<file path="config.mk">
export PLATFORM = sky130hd
export DESIGN_NAME = uart_rx_sampler
export DESIGN_NICKNAME = d
export VERILOG_FILES = /design/src/rtl/uart_rx_pkg.sv /design/src/rtl/uart_rx_fifo.sv /design/src/rtl/uart_rx_sampler.sv
export SDC_FILE = /design/constraint.sdc
export NUM_CORES = 1
export LEC_CHECK = 0
export BUFFER_PORTS_ARGS = -buffer_cell sky130_fd_sc_hd__buf_2
export CELL_PAD_IN_SITES_DETAIL_PLACEMENT = 0
export CELL_PAD_IN_SITES_GLOBAL_PLACEMENT = 1
export CORE_ASPECT_RATIO = 0.75
export CORE_UTILIZATION = 40
export CTS_CLUSTER_SIZE = 20
export DETAILED_ROUTE_END_ITERATION = 7
export MAX_ROUTING_LAYER = met4
export PLACE_DENSITY_LB_ADDON = 0.08
export SLEW_MARGIN = 20
export SYNTH_ARGS = -nofsm -noshare
export SYNTH_HDL_FRONTEND = slang
export SYNTH_SLANG_ARGS = --single-unit
</file>
<file path="constraint.sdc">
create_clock -name clk -period 5.2 [get_ports clk]
set_input_delay 1.3 -clock clk [delete_from_list [all_inputs] [get_ports clk]]
set_output_delay 1.3 -clock clk [all_outputs]
set_load 0.005 [all_outputs]
</file>
<file path="src/rtl/uart_rx_pkg.sv">
// Shared types and constants for the UART receive sampler.
// Majority voting is selected with the UART_RX_MAJORITY_EN macro in the top level.
package uart_rx_pkg;

    typedef enum logic [2:0] {
        IDLE,
        START,
        DATA,
        STOP,
        WAIT_IDLE
    } rx_state_e;

    localparam int OVERSAMPLE = 16;

    localparam logic [3:0] MID_TICK_0 = 4'd7;
    localparam logic [3:0] MID_TICK_1 = 4'd8;
    localparam logic [3:0] MID_TICK_2 = 4'd9;

    function automatic logic majority3(input logic a, input logic b, input logic c);
        return (a & b) | (a & c) | (b & c);
    endfunction

endpackage

</file>
<file path="src/rtl/uart_rx_fifo.sv">
// Receive byte FIFO, first-word fall-through with a registered head.
// Pointers carry one extra wrap bit to tell full from empty.
module uart_rx_fifo #(
    parameter int FIFO_DEPTH = 16
) (
    input  logic       clk,
    input  logic       rst,
    input  logic       wr_en_i,
    input  logic [7:0] wr_data_i,
    input  logic       rd_en_i,
    output logic [7:0] rd_data_o,
    output logic       empty_o,
    output logic       full_o,
    output logic       overrun_o
);
    localparam int AW = $clog2(FIFO_DEPTH);

    logic [7:0]  mem [FIFO_DEPTH];
    logic [AW:0] wr_ptr_q, wr_ptr_d;
    logic [AW:0] rd_ptr_q, rd_ptr_d;
    logic [7:0]  head_q;
    logic        overrun_q;
    logic        do_read;
    logic        do_write;

    assign empty_o = (wr_ptr_q == rd_ptr_q);
    assign full_o  = (wr_ptr_q[AW] != rd_ptr_q[AW]) &&
                     (wr_ptr_q[AW-1:0] == rd_ptr_q[AW-1:0]);

    // A same-cycle pop frees the slot, so a write into a full FIFO still lands.
    assign do_read  = rd_en_i & ~empty_o;
    assign do_write = wr_en_i & (~full_o | do_read);

    assign wr_ptr_d = wr_ptr_q + (AW+1)'(do_write);
    assign rd_ptr_d = rd_ptr_q + (AW+1)'(do_read);

    always_ff @(posedge clk) begin
        if (do_write) begin
            mem[wr_ptr_q[AW-1:0]] <= wr_data_i;
        end
    end

    always_ff @(posedge clk) begin
        if (rst) begin
            wr_ptr_q  <= '0;
            rd_ptr_q  <= '0;
            head_q    <= 8'h00;
            overrun_q <= 1'b0;
        end else begin
            wr_ptr_q  <= wr_ptr_d;
            rd_ptr_q  <= rd_ptr_d;
            overrun_q <= wr_en_i & full_o & ~do_read;
            // Forward the incoming byte when it becomes the new head this cycle.
            if (wr_ptr_d != rd_ptr_d) begin
                if (do_write && (wr_ptr_q[AW-1:0] == rd_ptr_d[AW-1:0])) begin
                    head_q <= wr_data_i;
                end else begin
                    head_q <= mem[rd_ptr_d[AW-1:0]];
                end
            end
        end
    end

    assign rd_data_o = head_q;
    assign overrun_o = overrun_q;

endmodule

</file>
<file path="src/rtl/uart_rx_sampler.sv">
// UART receive front end: synchronizer, 16x oversampling FSM, shifter, break detect.
// Define UART_RX_MAJORITY_EN to vote each bit from samples at ticks 7, 8 and 9.
module uart_rx_sampler
    import uart_rx_pkg::*;
#(
    parameter int FIFO_DEPTH = 16,
    parameter int BREAK_BITS = 11
) (
    input  logic       clk,
    input  logic       rst,
    input  logic       en_16x_baud_i,
    input  logic       serial_in_i,
    input  logic       msb_first_i,
    input  logic       rx_read_buffer_i,
    output logic [7:0] rx_data_o,
    output logic       rx_data_present_o,
    output logic       rx_buffer_full_o,
    output logic       rx_overrun_o,
    output logic       rx_framing_err_o,
    output logic       rx_break_o
);
    localparam int BREAK_TICKS = OVERSAMPLE * BREAK_BITS;
    localparam int LW          = $clog2(BREAK_TICKS + 1);

    logic [1:0]    sync_q;
    logic          line;
    rx_state_e     state_q, state_d;
    logic [3:0]    tick_q, tick_d;
    logic [2:0]    bit_q, bit_d;
    logic [7:0]    shift_q, shift_d;
    logic          order_q, order_d;
    logic [LW-1:0] low_cnt_q, low_cnt_d;
    logic          break_q, break_d;
    logic          frame_err_q, frame_err_d;
    logic          fifo_wr;
    logic          leave_wait;
    logic          bit_val;
    logic          decide;
    logic          fifo_empty;

    always_ff @(posedge clk) begin
        if (rst) begin
            sync_q <= 2'b11;
        end else begin
            sync_q <= {sync_q[0], serial_in_i};
        end
    end
    assign line = sync_q[1];

`ifdef UART_RX_MAJORITY_EN
    logic [1:0] smp_q;

    always_ff @(posedge clk) begin
        if (rst) begin
            smp_q <= 2'b11;
        end else if (en_16x_baud_i && (tick_q == MID_TICK_0)) begin
            smp_q[0] <= line;
        end else if (en_16x_baud_i && (tick_q == MID_TICK_1)) begin
            smp_q[1] <= line;
        end
    end

    assign bit_val = majority3(smp_q[0], smp_q[1], line);
    assign decide  = en_16x_baud_i && (tick_q == MID_TICK_2);
`else
    assign bit_val = line;
    assign decide  = en_16x_baud_i && (tick_q == MID_TICK_0);
`endif

    always_comb begin
        state_d     = state_q;
        tick_d      = tick_q;
        bit_d       = bit_q;
        shift_d     = shift_q;
        order_d     = order_q;
        fifo_wr     = 1'b0;
        frame_err_d = 1'b0;
        leave_wait  = 1'b0;
        if (en_16x_baud_i) begin
            case (state_q)
                IDLE: begin
                    tick_d = 4'd0;
                    if (!line) begin
                        state_d = START;
                    end
                end
                START: begin
                    tick_d = tick_q + 4'd1;
                    if (decide) begin
                        if (bit_val) begin
                            state_d = IDLE;
                        end else begin
                            state_d = DATA;
                            order_d = msb_first_i;
                            bit_d   = 3'd0;
                        end
                    end
                end
                DATA: begin
                    tick_d = tick_q + 4'd1;
                    if (decide) begin
                        shift_d = order_q ? {shift_q[6:0], bit_val} : {bit_val, shift_q[7:1]};
                        bit_d   = bit_q + 3'd1;
                        if (bit_q == 3'd7) begin
                            state_d = STOP;
                        end
                    end
                end
                STOP: begin
                    tick_d = tick_q + 4'd1;
                    if (decide) begin
                        if (bit_val) begin
                            fifo_wr = ~break_q;
                            state_d = IDLE;
                        end else begin
                            frame_err_d = 1'b1;
                            state_d     = WAIT_IDLE;
                            tick_d      = 4'd0;
                        end
                    end
                end
                WAIT_IDLE: begin
                    // The tick counter doubles as the run length of high ticks here.
                    if (!line) begin
                        tick_d = 4'd0;
                    end else if (tick_q == 4'd15) begin
                        tick_d     = 4'd0;
                        state_d    = IDLE;
                        leave_wait = 1'b1;
                    end else begin
                        tick_d = tick_q + 4'd1;
                    end
                end
                default: begin
                    state_d = IDLE;
                    tick_d  = 4'd0;
                end
            endcase
        end
    end

    always_comb begin
        low_cnt_d = low_cnt_q;
        break_d   = break_q;
        if (en_16x_baud_i) begin
            if (line) begin
                low_cnt_d = '0;
            end else if (low_cnt_q != LW'(BREAK_TICKS)) begin
                low_cnt_d = low_cnt_q + LW'(1);
            end
        end
        if (leave_wait) begin
            break_d = 1'b0;
        end else if (low_cnt_d == LW'(BREAK_TICKS)) begin
            break_d = 1'b1;
        end
    end

    always_ff @(posedge clk) begin
        if (rst) begin
            state_q     <= IDLE;
            tick_q      <= 4'd0;
            bit_q       <= 3'd0;
            shift_q     <= 8'h00;
            order_q     <= 1'b0;
            low_cnt_q   <= '0;
            break_q     <= 1'b0;
            frame_err_q <= 1'b0;
        end else begin
            state_q     <= state_d;
            tick_q      <= tick_d;
            bit_q       <= bit_d;
            shift_q     <= shift_d;
            order_q     <= order_d;
            low_cnt_q   <= low_cnt_d;
            break_q     <= break_d;
            frame_err_q <= frame_err_d;
        end
    end

    uart_rx_fifo #(
        .FIFO_DEPTH(FIFO_DEPTH)
    ) u_fifo (
        .clk       (clk),
        .rst       (rst),
        .wr_en_i   (fifo_wr),
        .wr_data_i (shift_q),
        .rd_en_i   (rx_read_buffer_i),
        .rd_data_o (rx_data_o),
        .empty_o   (fifo_empty),
        .full_o    (rx_buffer_full_o),
        .overrun_o (rx_overrun_o)
    );

    assign rx_data_present_o = ~fifo_empty;
    assign rx_framing_err_o  = frame_err_q;
    assign rx_break_o        = break_q;

endmodule

</file>
# --- Yosys cells after proc, flatten, opt, wreduce, memory -nomap -nowiden ---
# Memory sizes are Yosys's and may differ from the RTL's. A register that Yosys moved wholly into a read port is not among the register bits.
# Cells that the tools add are included.
classes:
  n_addsub: 5
  n_eq_ne: 21
  n_mux: 34
  bitwise: 13
  reduce_logical: 11
op_table:
  columns: ["operator", "count"]
  rows:
  - ["$mux W3", 11]
  - ["$mux W8", 4]
  - ["$mux W4", 4]
  - ["$ne A2 B2 Y1 const B", 8]
  - ["$pmux W3 S5", 1]
  - ["$pmux W4 S3", 1]
  - ["$mux W1", 11]
  - ["$add A5 B1 Y5", 2]
  - ["$add A8 B1 Y8 const B", 1]
  - ["$eq A8 B8 Y1 const B", 1]
  - ["$ne A8 B8 Y1 const B", 1]
  - ["$not A1 Y1", 8]
  - ["$reduce_and A8 Y1", 1]
  - ["$eq A3 B2 Y1 const B", 2]
  - ["$eq A3 B3 Y1 const B", 2]
  - ["$pmux W3 S2", 1]
  - ["$eq A5 B5 Y1", 1]
  - ["$ne A5 B5 Y1", 1]
  - ["$reduce_and A5 Y1", 1]
  - ["$add A4 B1 Y4 const B", 1]
  - ["$and A1 B1 Y1", 4]
  - ["$eq A4 B3 Y1 const B", 1]
  - ["$eq A4 B4 Y1", 1]
  - ["$eq A4 B4 Y1 const B", 1]
  - ["12 further kinds", 14]
totals:
  reg_bits: 42
  ramBits: 128
  word_cells: 97
  mem_count: 1
mem_list:
  columns: ["memory", "words", "width", "rd", "rd_clocked_by_memory_dff", "write_ports", "line_no", "text"]
  rows:
  - ["u_fifo.mem", 16, 8, 1, 1, 1, "uart_rx_fifo.sv:18", "logic [7:0] mem [FIFO_DEPTH];"]

# --- Depth between registers and ports, before layout ---
logic_depth:
  depth_word: 8
  mapped_depth: 17

# --- Hierarchy ---
# A second synthesis with hierarchy kept.
unflattened:
  cells_unflattened: 590
  area_unflattened_um2: 7754.9
by_module_without_submodules:
  columns: ["module", "instances", "cells_each", "area_per_inst_um2"]
  rows:
  - ["uart_rx_fifo", 1, 388, 6052.1]
  - ["uart_rx_sampler", 1, 202, 1702.9]

# --- Worst setup path after synthesis ---
# Ideal clock, no wire load.
synth_timing:
  kind: "in2reg"
  startpoint: "input rx_read_buffer_i"
  endpoint: "register u_fifo.head_q[0] (netlist: u_fifo.rd_data_o[0]) (read register of u_fifo.mem)"
  arrival_time_ps: 4083
  required_ps: 5083
  setup_slack_ps: 1000
  cell_stages: 13
  path_buffers: 3
  path_cell_list: "and2_1 -> clkbuf_1 -> clkbuf_1 -> nor2b_1 -> ha_1 -> xor2_1 -> nand2_1 -> clkbuf_1 -> a2111oi_0 -> a31oi_1 -> a31oi_1 -> a21oi_1 -> a22o_1"
synth_between:
  elab_chain_cells: 5
  word_cells_on_any_way: 6
synth_lines:
  columns: ["item", "line_no", "text"]
  rows:
  - ["start: declaration", "uart_rx_sampler.sv:14", "input logic rx_read_buffer_i,"]
  - ["$and A1 B1 Y1 *", "uart_rx_fifo.sv:31", "assign do_read = rd_en_i & ~empty_o;"]
  - ["$or A1 B1 Y1", "uart_rx_fifo.sv:32", "assign do_write = wr_en_i & (~full_o | do_read);"]
  - ["$and A1 B1 Y1", "uart_rx_fifo.sv:32", null]
  - ["$add A5 B1 Y5", "uart_rx_fifo.sv:34", "assign wr_ptr_d = wr_ptr_q + (AW+1)'(do_write);"]
  - ["$ne A5 B5 Y1", "uart_rx_fifo.sv:54", "if (wr_ptr_d != rd_ptr_d) begin"]
  - ["end: declaration", "uart_rx_fifo.sv:21", "logic [7:0] head_q;"]
# Every way passes the cells marked *; elsewhere a longest branch is shown, timed or not.
# A chain may end at the register's enable or synchronous reset.

# --- Final worst setup path ---
layout_timing:
  startpoint: "input rx_read_buffer_i"
  endpoint: "register u_fifo.head_q[6] (netlist: u_fifo.rd_data_o[6]) (read register of u_fifo.mem)"
# The elaborated chain is that of the path after synthesis.

==> impl_metrics.toml <==
[setup_path]
required_ps = 5540
cp_max_fo = 16
end_kind = "flip-flop"
startpoint_type = "input port"
worstPathArrival_ps = 4850
reg2reg_depth = 13
critPathKind = "in -> reg"

[clock_network]
clk_pin_slew_ps = 80
cts_hold_buf = 0
numCtsBuffers = 17
postCtsSetupBuffers = 0
clk_latency_ps = 440
clock_path_buffers = 2
h-tree-depth = 4
tritoncts = "done"
clock_sinks = 178
root_buffer = "clkbuf_16"
ctsResizeCount = 0

[synth]
synth_top_area_frac = 0.3875
postSynth.asyncResetShare = 0
syn_area_per_cell_um2 = 9.715
netlist_area_mm2 = 0.009920
synth_area_leaders = "edfxtp_1 (39%), dfxtp_1 (10%), nand2_1 (3.7%)"
synth_top_cell_by_area = "edfxtp_1"
syn_inst = 1021
synth_edf_count = 128
synthTopCellsByCount = "edfxtp_1 (128), nand2_1 (99), nor2_1 (87), dfxtp_1 (50)"
yosys_warnings = 0
syn-num-nets = 1035
synth-seq-cells = 178
synth_cell_types = 71
yosysMostFrequentCell = "edfxtp_1"
synth-main-ff-cell = "edfxtp_1"
ys_seq_area_frac = 0.4884

[floorplanning]
ios = 19
die_w_um = 183.8
fp-row-count = 49
core_area_mm2 = 0.02416
dieArea_mm2 = 0.02544
start_util = 0.4106
die_height_um = 138.4

[sta]
worst_pin_slew_ps = 1056
finalClockSkew_ps = 19.60
rsz0062_at_grt = "false"
slew_headroom = 0.2923
max_freq_ghz = 0.2214
slew_viol_final = 0
finalHoldViolCount = 0
finalCriticalPeriod_ps = 4516
setup_viol = 0
fin_ws_ps = 683.8
finalCritPeriodShare = 0.8685
fin_setup_tns_ps = 0

[finish]
drive_gt1_frac = 0.1048
area_delta_synth_final_pct = 10.41
final_nets = 1022
diodes = 0

[drt]
wl_per_cell_um = 22.56
initialDrtViolationCount = 887
totalWireLength_um = 30510
drc_errors = 0
viasPerCell = 6.090
detail_route.first_pass.iterations = 5
antenna_left = 0
vias = 8234

[global_route]
grt_pass1_vias = 7473
grt_overflow = 0
grt.total_usage = 0.2531
grt_pass1_wl_um = 47100
grt_antenna_before_repair = 0
grt_max_degree = 140

[run]
drv_cap = 0

[placement]
dpl_worst_slack_ps = 378.1
place_hpwl_um = 19280
gp_congestion = 0.8152
portBuffers = 18

[min_path]
hold_class = "reg -> reg"
hold_path_depth = 1

[pwr]
switching_share = 0.2260
clkPwrFrac = 0.442
p_per_area_mw_per_mm2 = 258.2
p_int_w = 0.002189
switching_power_w = 0.0006393
peakVddDrop_uv = 186.8
p_leak_nw = 3.773
power_frac_comb = 0.025
pwr-share-seq = 0.533

[outcome]
status = "complete, no violations"
## sequential cells by signal, summed over array words and instances (netlist names)
signal and flops:
u_fifo.mem 128, low_cnt_q 8, shift_q 8, u_fifo.rd_data_o 8
u_fifo.rd_ptr_q 5, u_fifo.wr_ptr_q 5, tick_q 4, bit_q 3
state_q 3, sync_q 2, order_q 1, rx_break_o 1
rx_framing_err_o 1, u_fifo.overrun_o 1
## cells by family after synthesis
kind of cell / synth area share
and+or+nand+nor: 0.1853
AOI/OAI and AO/OA: 0.2185
DFF: 0.4884
buffers and inverters: 0.05235
xor gates and xnor gates: 0.02624
muxes: 0.01917
adders and majority gates: 0.01009
## power by group through the flow
| stage | clock network, W | logic (W) | registers, W |
|---|---|---|---|
| 6_report | 0.00125 | 0.0000706 | 0.00151 |
| 5_1_grt | 0.00132 | 0.0000785 | 0.00151 |
| 4_1_cts | 0.00127 | 0.0000706 | 0.00151 |
| 3_5_place_dp | 0 | 0.0000706 | 0.00154 |
| 3_3_place_gp | 0 | 0.0000705 | 0.00154 |
| 2_1_floorplan | 0 | 0.0000539 | 0.00153 |
## path summary, 6_finish.rpt
kind,startpoint,endpoint,slack (ps)
worst min-delay path,sync_q[0],sync_q[1],410
worst max register to register,u_fifo.wr_ptr_q[2],u_fifo.rd_data_o[6],740
worst max-delay path,rx_read_buffer_i,u_fifo.rd_data_o[6],680
worst min register to register,sync_q[0],sync_q[1],410
## layout make-up
cell class	count	area [um2]
fill	2335	13200
clock buffer	19	432.9
inverter	38	142.6
clock inverter	13	126.4
sequential	178	4846
timing repair buffer	55	382.9
tap	331	414.1
multi-input combinational	718	4607
## metal layers
layer  vias to the layer above  global-route usage  part of all wire  wire length, um
li1                       3883                   -                 -                -
met1                      4036              0.3835              0.50            15180
met2                       289              0.3461              0.42            12780
met3                        26             0.04347             0.071             2161
met4                         0             0.06053             0.013              384
met5                         -                   -                 0                0
## cell usage in the layout, fill, tap and decap left out, types with 5 or more instances in the layout
| cell type | synthesis | final |
|---|---|---|
| a2111oi_0 | 12 | 12 |
| a211oi_1 | 23 | 23 |
| a21oi_1 | 48 | 48 |
| a221o_1 | 36 | 36 |
| a221oi_1 | 20 | 20 |
| a22o_1 | 6 | 6 |
| a311o_1 | 13 | 13 |
| a311oi_1 | 10 | 10 |
| a31oi_1 | 38 | 38 |
| a32oi_1 | 5 | 5 |
| and3_1 | 22 | 22 |
| buf_2 | 22 | 17 |
| buf_4 | 0 | 37 |
| clkbuf_16 | 0 | 17 |
| dfxtp_1 | 50 | 49 |
| edfxtp_1 | 128 | 128 |
| ha_1 | 8 | 8 |
| inv_1 | 37 | 37 |
| mux2i_1 | 15 | 15 |
| nand2_1 | 99 | 99 |
| nand2b_1 | 17 | 17 |
| nand3_1 | 48 | 48 |
| nand4_1 | 17 | 17 |
| nor2_1 | 87 | 86 |
| nor2b_1 | 37 | 35 |
| nor3_1 | 21 | 20 |
| nor4_1 | 5 | 5 |
| o211ai_1 | 5 | 5 |
| o21ai_0 | 24 | 24 |
| o22ai_1 | 23 | 23 |
| xnor2_1 | 10 | 10 |
| xor2_1 | 10 | 9 |
## metrics by stage
stage          hold slack [ps]  power, W  cell area, um2  std cells    util
2_1_floorplan            389.5  0.001588            9920       1021       -
3_5_place_dp             399.2  0.001609           10390       1320  0.4302
6_report                 412.5  0.002828           10950       1352  0.4534
3_3_place_gp             390.5  0.001609           10390       1320  0.4302
5_1_grt                  433.9  0.002910           10950       1352  0.4534
4_1_cts                  416.4  0.002847           10950       1352  0.4534
## worst max-delay path, stage by stage
cell	delay, ps
buf_4	120
and2_1	170
nor2b_1	130
ha_1	260
xor2_1	710
nand2_1	780
a2111oi_0	590
a31oi_1	140
a31oi_1	340
a21oi_1	80
a22o_1	220
Note: power is estimated with default switching activity, not from simulation.
